### src/rtl/mix_columns.sv
// rtl/mix_columns.sv - AES MixColumns / InvMixColumns, one column per clock.
module mix_columns #(
  parameter bit INVERSE = 1'b0
) (
  input  logic             clk_in,
  input  logic             rst_in,
  input  logic             new_block_in,
  input  logic [15:0][7:0] block_in,
  output logic [15:0][7:0] mixed_block_out,
  output logic             valid_out,
  output logic             busy_out
);

  typedef enum logic [1:0] {IDLE, MIX, OUTPUT} state_t;

  // coef[k] multiplies the byte k rows below the output row (mod 4).
  localparam logic [3:0][3:0] COEF = INVERSE ? {4'h9, 4'hd, 4'hb, 4'he}
                                             : {4'h1, 4'h1, 4'h3, 4'h2};

  state_t           state, state_next;
  logic [1:0]       col;
  logic [15:0][7:0] saved_block;
  logic [15:0][7:0] result;
  logic [3:0][7:0]  col_in;
  logic [3:0][7:0]  col_mixed;

  function automatic logic [7:0] xtime(input logic [7:0] b);
    return {b[6:0], 1'b0} ^ (b[7] ? 8'h1b : 8'h00);
  endfunction

  function automatic logic [7:0] gmul(input logic [7:0] b, input logic [3:0] c);
    logic [7:0] x2, x4, x8;
    x2 = xtime(b);
    x4 = xtime(x2);
    x8 = xtime(x4);
    return (c[0] ? b : 8'h00) ^ (c[1] ? x2 : 8'h00) ^
           (c[2] ? x4 : 8'h00) ^ (c[3] ? x8 : 8'h00);
  endfunction

  always_comb begin
    for (int i = 0; i < 4; i++) begin
      col_in[i] = saved_block[{col, 2'(i)}];
    end
    for (int r = 0; r < 4; r++) begin
      col_mixed[r] = 8'h00;
      for (int j = 0; j < 4; j++) begin
        col_mixed[r] = col_mixed[r] ^ gmul(col_in[j], COEF[2'(j - r)]);
      end
    end
  end

  always_ff @(posedge clk_in) begin
    if (rst_in) begin
      state           <= IDLE;
      col             <= 2'd0;
      saved_block     <= '0;
      result          <= '0;
      mixed_block_out <= '0;
      valid_out       <= 1'b0;
    end else begin
      state     <= state_next;
      valid_out <= 1'b0;
      case (state)
        IDLE: begin
          if (new_block_in) begin
            saved_block <= block_in;
            col         <= 2'd0;
            result      <= '0;
          end
        end
        MIX: begin
          for (int i = 0; i < 4; i++) begin
            result[{col, 2'(i)}] <= col_mixed[i];
          end
          col <= col + 2'd1;
        end
        OUTPUT: begin
          mixed_block_out <= result;
          valid_out       <= 1'b1;
        end
        default: ;
      endcase
    end
  end

  always_comb begin
    state_next = state;
    case (state)
      IDLE:    if (new_block_in) state_next = MIX;
      MIX:     if (col == 2'd3) state_next = OUTPUT;
      OUTPUT:  state_next = IDLE;
      default: state_next = IDLE;
    endcase
  end

  always_comb begin
    busy_out = (state != IDLE);
  end

endmodule
### config.mk
export PLATFORM = sky130hd
export DESIGN_NAME = mix_columns
export DESIGN_NICKNAME = d
export VERILOG_FILES = /design/src/rtl/mix_columns.sv
export SDC_FILE = /design/constraint.sdc
export NUM_CORES = 1
export LEC_CHECK = 0
export CAP_MARGIN = 20
export CORE_AREA = 5 5 173 175
export DETAILED_ROUTE_END_ITERATION = 10
export DIE_AREA = 0 0 178 180
export PLACE_DENSITY = 0.79
export SYNTH_ARGS = -nofsm -noshare
export SYNTH_HDL_FRONTEND = slang
export SYNTH_SLANG_ARGS = --single-unit
### constraint.sdc
create_clock -name clk_in -period 3.34 [get_ports clk_in]
set_input_delay 0.668 -clock clk_in [delete_from_list [all_inputs] [get_ports clk_in]]
set_output_delay 0.668 -clock clk_in [all_outputs]
set_load 0.005 [all_outputs]
==> results.cfg, run 1 <==
[run_status]
status = finished, final reports clean

[synthesis]
ys.flop_type = dfxtp_1
synth_warnings = 0
synth_top_area_share_pct = 53.3
synth_edf_count = 0
syn_nets = 1740
ys_seq_elements = 389
yosysSeqAreaShare_pct = 53.3
yosys-top-cells-area = dfxtp_1, nand2_1, a21oi_1
syn_area_um2 = 14600
synth-async-reset-ratio_pct = 0
synthDistinctLibCells = 32
synth.most_common_cell = nand2_1
synthTopCellsByCount = nand2_1, dfxtp_1, a21oi_1
syn_inst = 1605
syn_area_per_cell_um2 = 9.10
yosysTopAreaCell = dfxtp_1

[power_and_ir_drop]
p_comb_share_pct = 11.7
seqPwrFrac_pct = 47.3
p_int_uw = 7740
ir_worst_vdd_uv = 390
p_clk_share_pct = 41.1
swShare_pct = 24.8
power.density_nw_per_um2 = 551
p_sw_uw = 2560
p_leak_uw = 0.00668

[sta]
post-route-min-period_ns = 2.75
clock_skew_ns = 0.0227
worst-slew-pin-transition_ns = 1.05
setup-tns-final_ns = 0
final_hold_viol_count = 0
finalCritPeriodShare_pct = 82.2
rsz0062_at_grt = false
drv_slew = 0
fmax_ghz = 0.364
slew_headroom_pct = 29.6
setup_viol = 0

[worst_setup_path]
cp-end-kind = flip-flop
critPathLaunchType = flip-flop
cp_max_fo = 14
path_depth = 4
reg2reg_from = col[1]$_SDFFE_PP0P_
crit_end = result[75]$_SDFFE_PP0P_
rr_worst_depth = 4
crit_chain = mux4_2 > xnor3_1 > xnor2_1 > o21ai_0
crit_required_ns = 3.70
arrival_ns = 3.11
cp_top_family = XOR/XNOR gates
r2r-end = result[75]$_SDFFE_PP0P_
worst-setup-path-type = reg2reg
critPathBufInv = 0
critPathLaunch = col[1]$_SDFFE_PP0P_
critical_path.slowest_cell = xnor2_1
reg2reg_slack_ns = 0.59
crit_path_max_incr_delay_ns = 0.71

[global_routing]
antenna_found_initial = 1
grt_pass1_wl_mm = 65.8
gr-usage-all-layers_pct = 25.7
grt_max_degree = 225
grt-ovfl-total = 0
grt_pass1_vias = 11925

[drt]
drtAntennaViolNets = 0
drt_iter0_markers = 1255
wl_per_cell_um = 19.2
viasPerCell = 5.53
drc = 0
route.met2.wl_mm = 19.8
drt-met1-wl_mm = 17.3
firstDrtPassIters = 5
totalWireLength_mm = 42.4
num_vias = 12242
wl_met3_mm = 3.47
top_layer_used = met4

[finish]
synthToLayoutAreaGrowth_pct = 27.9
stdcell_count = 2213
drive_gt1_share_pct = 6.79
fin_nets = 1932

[clocking]
htreeDepth = 2
clkSinkCount = 389
clock_path_buffers = 3
post_cts_buffers = 0
path_clk_slew_ns = 0.06
numCtsBuffers = 38
ctsHoldBuffers = 0
root_buffer = clkbuf_16
clock_latency_ns = 0.54
tritoncts = done
cts_resized = 0

[job]
maxCapViolations = 0

[floorplan]
coreArea_um2 = 28300
die_x_um = 178
die_h_um = 180
initial_core_util_pct = 51.6
row_count = 62
die-area_um2 = 32000
ios = 261

[place]
post-dp-hpwl_mm = 29.2
place_congestion = 0.867
dpl.cell_count = 2141
port_buffers = 260

[worst_hold_path]
hold_path.class = reg2reg
[layout make-up]
| cell class | count | area, µm² |
|---|---|---|
| inverters | 3 | 11.3 |
| well taps | 384 | 480 |
| fillers | 2149 | 9630 |
| diodes | 3 | 7.51 |
| clock inverters | 11 | 126 |
| clock buffers | 58 | 1120 |
| multi-input cells | 1082 | 6310 |
| repair buffers | 283 | 2840 |
| flip-flops and latches | 389 | 7790 |
[cells in the final DEF (no fill, tap or decap), types with 2 or more instances in the layout]
cell type	netlist	final
a21oi_1	258	258
a22o_1	60	60
a22oi_1	61	61
and3b_1	3	3
buf_12	0	5
buf_4	3	18
bufinv_16	0	2
clkbuf_1	111	11
clkbuf_16	0	38
clkbuf_8	0	9
clkdlybuf4s50_1	0	259
clkinv_2	0	5
dfxtp_1	389	387
dfxtp_2	0	2
diode_2	0	3
ha_1	4	4
inv_1	3	3
inv_6	0	2
mux4_1	2	2
mux4_2	30	30
nand2_1	521	521
nand2b_1	6	5
nor2_1	66	65
nor2b_1	5	4
nor3_1	3	3
o21ai_0	6	6
o2bb2ai_1	2	2
xnor2_1	14	14
xnor2_2	3	3
xnor3_1	5	5
xor2_1	7	7
xor3_1	19	19
[per-stage QoR]
step                hold WS [ns]  util [%]  total power [µW]  setup WS, ns  instance area [µm²]
finish                     0.452      66.0             10300         0.593                18700
detailed placement         0.446      61.6              6140         0.623                17400
global placement           0.440      61.6              6120         0.687                17400
CTS                        0.453      66.0             10300         0.620                18700
global route               0.471      66.0             10600         0.551                18700
floorplan                  0.425         -              5640          1.05                14600
[registers in the layout, summed over array words and instances (netlist names)]
signal,flops
col,2
mixed_block_out,128
result,128
valid_out,1
state,2
saved_block,128
[power groups by stage]
| stage | registers (µW) | clock network (µW) | logic [µW] |
|---|---|---|---|
| floorplan | 4920 | 0 | 717 |
| global placement | 4960 | 0 | 1160 |
| detailed placement | 4970 | 0 | 1170 |
| CTS | 4870 | 4270 | 1180 |
| global route | 4880 | 4490 | 1270 |
| finish | 4870 | 4230 | 1200 |
[tightest hold or removal path: cells and delay by family (launching register included)]
kind	cells	cell delay [ns]
AND/OR/NAND/NOR	1	0.05
flip-flops	1	0.31
AO/OA/AOI/OAI	1	0.05
[metal layers]
layer / GRT usage (%) / vias up
met5: 0 / -
met4: 11.4 / 0
met3: 5.06 / 106
met2: 40.5 / 552
met1: 34.3 / 5784
li1: - / 5800
[worst min path at each step]
| stage | slack (ns) | depth (start not counted) | to | startpoint |
|---|---|---|---|---|
| 6_report | 0.45 | 2 | mixed_block_out[20]$_SDFFE_PP0P_ | mixed_block_out[20]$_SDFFE_PP0P_ |
| 5_1_grt | 0.47 | 2 | saved_block[111]$_SDFFE_PP0P_ | saved_block[111]$_SDFFE_PP0P_ |
| 4_1_cts | 0.45 | 2 | result[93]$_SDFFE_PP0P_ | rst_in |
| 3_5_place_dp | 0.45 | 2 | mixed_block_out[6]$_SDFFE_PP0P_ | mixed_block_out[6]$_SDFFE_PP0P_ |
| 3_3_place_gp | 0.44 | 2 | saved_block[11]$_SDFFE_PP0P_ | saved_block[11]$_SDFFE_PP0P_ |
| 2_1_floorplan | 0.42 | 2 | result[11]$_SDFFE_PP0P_ | result[11]$_SDFFE_PP0P_ |
[cell families after synthesis]
group | count (synthesis) | share of synthesized area (%)
flops | 389 | 53.3
simple gates | 608 | 16.1
mux | 32 | 4.98
compound gates | 389 | 16.0
fa+ha+maj | 4 | 0.343
xor+xnor | 49 | 5.63
buf+inv | 134 | 3.71
Power figures use the tool's default switching activity.
==> inputs of run 2 (changes only) <==
- CORE_AREA: 5 5 173 175 -> 5 5 174 176
- DIE_AREA: 0 0 178 180 -> 0 0 179 181
- PLACE_DENSITY: 0.79 -> 0.78
- clock period: 3.34 -> 2.59 ns (I/O delays scaled with it)
==> results.cfg, run 2 (same netlist as run 1, synthesis figures left out) <==
[run_status]
status = finished, final reports clean

[sta]
finalCritPeriodShare_pct = 97.7
slew_headroom_pct = 38.4
setup-tns-final_ns = 0
clock_skew_ns = 0.0207
final_hold_viol_count = 0
rsz0062_at_grt = false
fmax_ghz = 0.395
whs_ns = 0.256
drv_slew = 0
post-route-min-period_ns = 2.53
worst-slew-pin-transition_ns = 0.922
setup_viol = 0

[power_and_ir_drop]
p_sw_uw = 3340
ir_worst_vdd_uv = 436
p_int_uw = 10100
swShare_pct = 24.8
p_comb_share_pct = 12.1
seqPwrFrac_pct = 46.6
p_clk_share_pct = 41.3
p_leak_uw = 0.00680
power.density_nw_per_um2 = 713

[finish]
fin_nets = 1946
largestRegisters = mixed_block_out x128, result x128, saved_block x128
fillerInstances = 2254
final_cell_mix = nand2_1, dfxtp_1, clkdlybuf4s50_1
antenna_cells = 0
drive_gt1_share_pct = 7.62
synthToLayoutAreaGrowth_pct = 29.3
final_common_cell = nand2_1
final_util_pct = 66.4
stdcell_count = 2222

[floorplan]
coreArea_um2 = 28500
die-area_um2 = 32400
die_h_um = 181
row_count = 62
ios = 261
die_x_um = 179
initial_core_util_pct = 51.3

[drt]
drc = 0
totalWireLength_mm = 43.5
viasPerCell = 5.56
num_vias = 12353
drt_iter0_markers = 1426
wl_per_cell_um = 19.6
drtAntennaViolNets = 0
firstDrtPassIters = 6

[worst_setup_path]
worst-setup-path-type = reg2reg
critPathLaunch = col[1]$_SDFFE_PP0P_
crit_path_max_incr_delay_ns = 0.53
arrival_ns = 3.00
reg2reg_slack_ns = 0.06
cp_max_fo = 22
critical_path.slowest_cell = xnor2_1
r2r-end = result[9]$_SDFFE_PP0P_
crit_chain = buf_12 > buf_4 > mux4_1 > xnor3_1 > xnor2_1 > a22o_1
critPathLaunchType = flip-flop
cp_top_family = XOR/XNOR gates
reg2reg_from = col[1]$_SDFFE_PP0P_
critPathBufInv = 2
crit_required_ns = 3.06
cp-end-kind = flip-flop
rr_worst_depth = 6

[global_routing]
grt_max_degree = 203
grt-ovfl-total = 0
antenna_found_initial = 1
gr-usage-all-layers_pct = 26.0
grt_pass1_vias = 11899
grt_pass1_wl_mm = 67.1

[clocking]
clkSinkCount = 389
tritoncts = done
htreeDepth = 2
root_buffer = clkbuf_16
ctsHoldBuffers = 0
clock_path_buffers = 3
numCtsBuffers = 38
clock_latency_ns = 0.53
path_clk_slew_ns = 0.06

[place]
post-dp-hpwl_mm = 30.6
port_buffers = 260
place_congestion = 0.897
dpl.cell_count = 2155

[job]
maxCapViolations = 0

[worst_hold_path]
min_from = rst_in
whs_endpoint = mixed_block_out[91]$_SDFFE_PP0P_
min_path_cells = 2
hold_path.class = in2reg
-- run 2: what timing repair did --
action,CTS,global route
setup endpoints to repair,0,4
setup buffers,0,0
resized for setup,0,1
hold endpoints to repair,0,0
-- run 2: cell type report --
class	count	area [µm²]	area share (%)
Sequential cell	389	7790	41.2
Multi-Input combinational cell	1082	6320	33.4
Timing Repair Buffer	297	3040	16.1
Clock buffer	55	1100	5.85
Tap cell	384	480	2.54
Clock inverter	12	154	0.815
Inverter	3	11.3	0.0596
-- run 2: worst register-to-register path: stages (launching register included) --
cell     delay [ns]
dfxtp_2        0.42
buf_12         0.22
buf_4          0.24
mux4_1         0.43
xnor3_1        0.40
xnor2_1        0.53
a22o_1         0.24
-- run 2: worst max path at each step --
stage	endpoint	depth (start not counted)
after floorplan	result[17]$_SDFFE_PP0P_	10
after global placement	result[20]$_SDFFE_PP0P_	6
after detailed placement	result[84]$_SDFFE_PP0P_	6
after CTS	result[84]$_SDFFE_PP0P_	6
after global routing	result[73]$_SDFFE_PP0P_	6
final	result[9]$_SDFFE_PP0P_	6
-- run 2: per-layer routing --
metal | up-vias | part of all wire [%] | track usage (%)
met5 | - | 0.030 | 0
met4 | 2 | 2.7 | 7.12
met3 | 87 | 7.8 | 4.54
met2 | 539 | 48 | 43.0
met1 | 5901 | 42 | 35.3
li1 | 5824 | - | -
-- run 2: per-stage QoR --
step	worst slack, ns	total power (µW)	area [µm²]
finish	0.0597	13500	18900
global route	0.0266	13800	18900
CTS	0.00976	13500	18900
detailed placement	0.0146	7980	17600
global placement	0.0568	7960	17600
floorplan	0.304	7270	14600
-- run 2: power by group through the flow --
stage	clock, µW	combinational [µW]	sequential (µW)
global placement	0	1560	6400
finish	5570	1630	6270
CTS	5590	1590	6270
detailed placement	0	1580	6400
floorplan	0	925	6350
global route	5860	1700	6280
==> RTL edit, RTL diff (settings of run 2) <==
Set the parameter `INVERSE` to 1'b1 (it was 1'b0).
--- a/src/rtl/mix_columns.sv
+++ b/src/rtl/mix_columns.sv
@@ -1,5 +1,5 @@
 // rtl/mix_columns.sv - AES MixColumns / InvMixColumns, one column per clock.
 module mix_columns #(
-  parameter bit INVERSE = 1'b0
+  parameter bit INVERSE = 1'b1
 ) (
   input  logic             clk_in,
Function: same outputs for any inputs over 4 cycles, from zero or initial values and one cycle with rst_in high; that may be too few to reach the edited logic, so the function may still have changed.
==> RTL edit against run 2 <==
Sequential cell count unchanged. Final cell count up 9.1%. The flow now finishes with violations (setup timing). Worst setup slack worse by 0.19 ns. Count of clock-buffer cells in the layout down 3. Critical endpoint is now result[124]. Design area up 13%. Synthesized cell count up 7.2%. Via count up 8.3%. Sequential share of layout area down 4.6 points. Wire length up 5.9%. Non-clock buffer count up 97. Global-route usage up 1.8 points. Synthesized area up 5.8%.
Power is not compared: it rests on default switching activity, and its combinational part moved more than twofold at a synthesized area within 25%.
==> RTL edit: results (changes against run 2) <==
stage,metric,value,unit,change
outcome,run_status,"complete, but fails checks",,was completed
outcome,violations,setup timing,,
global_route,grtUsageTotal,27.85,%,was 26.03%
finish,drive_above_1_share,16.95,%,was 7.617%
clocking,cts_repair_resize_count,55,,was 0
finish,buf_share,18.34,%,was 16.07%
worst_setup_path,critPathArrivalTime,3.14,ns,was 3.00 ns
sta,layout_setup_ws,-0.1353,ns,was 0.05967 ns
global_route,grt_max_degree,178,,was 203
placement,placedCellCount,2327,,was 2155
finish,n_antenna_cell,0,,unchanged
placement,hpwl,32090,µm,was 30600 µm
synthesis,ys_top_cells_by_count,"528 x nand2_1, 389 x dfxtp_1, 269 x a21oi_1, 120 x clkbuf_1, 92 x nor2_1",,"was 521 x nand2_1, 389 x dfxtp_1, 258 x a21oi_1, 111 x clkbuf_1, 66 x nor2_1"
route,vias_per_cell,5.517,,was 5.559
sta,final.setup.tns,-3.864,ns,was 0 ns
placement,place.gp.congestion,0.8505,,was 0.8971
finish,signal_buffers,394,,was 297
clocking,cts_made_buffers,38,,unchanged
sta,setup_viol,62,,was 0
finish,multi_input_area_share,36.57,%,was 33.44%
clocking,cts_setup_buffers,24,,was 0
sta,finalClockSkew,0.02040,ns,was 0.02070 ns
finish,clk_share,6.172,%,was 6.662%
placement,placed_area,18940,µm²,was 17630 µm²
synthesis,ys_top_cells_by_area,"dfxtp_1 50%, nand2_1 13%, a21oi_1 8.7%",,"was dfxtp_1 53%, nand2_1 13%, a21oi_1 8.8%"
synthesis,synth_area_per_cell,8.985,µm²,was 9.105 µm²
finish,multi_input_cells,1191,,was 1082
finish,layout.nets,2151,,was 1946
placement,place_ws,-0.3281,ns,was 0.01461 ns
power_and_ir_drop,peakVddDrop,0.5337,mV,
clocking,clk_pin_slew,0.06,ns,about the same
route,drt_wl_total,46100,µm,was 43530 µm
synthesis,syn_nets,1855,,was 1740
finish,nNonClkInverters,2,,was 3
synthesis,async_flop_share,0,%,unchanged
worst_setup_path,cp_max_fo,6,,was 22
finish,reg_top3,"mixed_block_out x128, result x128, saved_block x128",,unchanged
sta,slew_headroom,50.76,%,was 38.38%
synthesis,ys_seq_area_share,50.39,%,was 53.29%
finish,final-seq-area,7795,µm²,was 7790 µm²
route,drtPass1Iterations,6,,unchanged
finish,fin_cells,2425,,was 2222
global_route,grt_pass1_wl,71970,µm,was 67050 µm
global_route,grt_pass1_vias,13130,,was 11900
global_route,antenna_found_initial,0,,was 1
finish,clock_buffers,52,,was 55
synthesis,yosysTopAreaCell,dfxtp_1,,unchanged
route,first_iter_violations,1311,,was 1426
synthesis,synth_cell_types,32,,unchanged
finish,fill_cells,1943,,was 2254
RTL edit: cell types whose count changed after synthesis, moves of 6 or more:
cell	run 2	this run
clkbuf_1	111	120
a22o_1	60	32
nand3_1	0	12
a21oi_1	258	269
xor2_1	7	24
a22oi_1	61	85
nand2_1	521	528
nor2_1	66	92
xnor3_1	5	17
xnor2_1	14	60
xor3_1	19	4
o21ai_0	6	0
RTL edit: per-layer routing:
layer / track usage [%] / routed length [µm] / vias to the layer above
met2: 45.27 / 22400 / 538
met4: 11.45 / 1974 / 0
met5: 0 / 0 / -
met1: 37.00 / 18530 / 6409
met3: 4.515 / 3202 / 108
li1: - / - / 6324
RTL edit: worst max-delay path, stage by stage (launching register included):
cell     delay, ns
dfxtp_4       0.42
buf_12        0.13
buf_6         0.09
mux4_2        0.63
xor2_4        0.22
xnor2_4       0.22
xnor3_2       0.56
buf_6         0.16
a22o_1        0.16
RTL edit: power breakdown:
| group | internal [mW] | switching (mW) |
|---|---|---|
| clock network | 3.54 | 2.31 |
| registers | 6.20 | 0.166 |
| logic | 1.90 | 2.08 |
| total | 11.6 | 4.56 |
RTL edit: cells by family (layout without fill, tap and decap cells):
logic type	Yosys count	after routing	synth area share [%]
simple gates	643	643	15.91
flops	389	389	50.39
compound gates	388	388	14.75
buf+inv	140	461	3.870
xor+xnor	123	123	10.02
mux	33	33	4.728
fa+ha+maj	4	4	0.3239
RTL edit: final timing paths:
| check | start | end | slack, ns | cells past startpoint |
|---|---|---|---|---|
| hold reg to reg | mixed_block_out[5] | mixed_block_out[5] | 0.45 | 2 |
| setup / recovery | col[0] | result[124] | -0.14 | 8 |
| setup reg to reg | col[0] | result[124] | -0.14 | 8 |
| hold / removal | rst_in | result[3] | 0.35 | 2 |
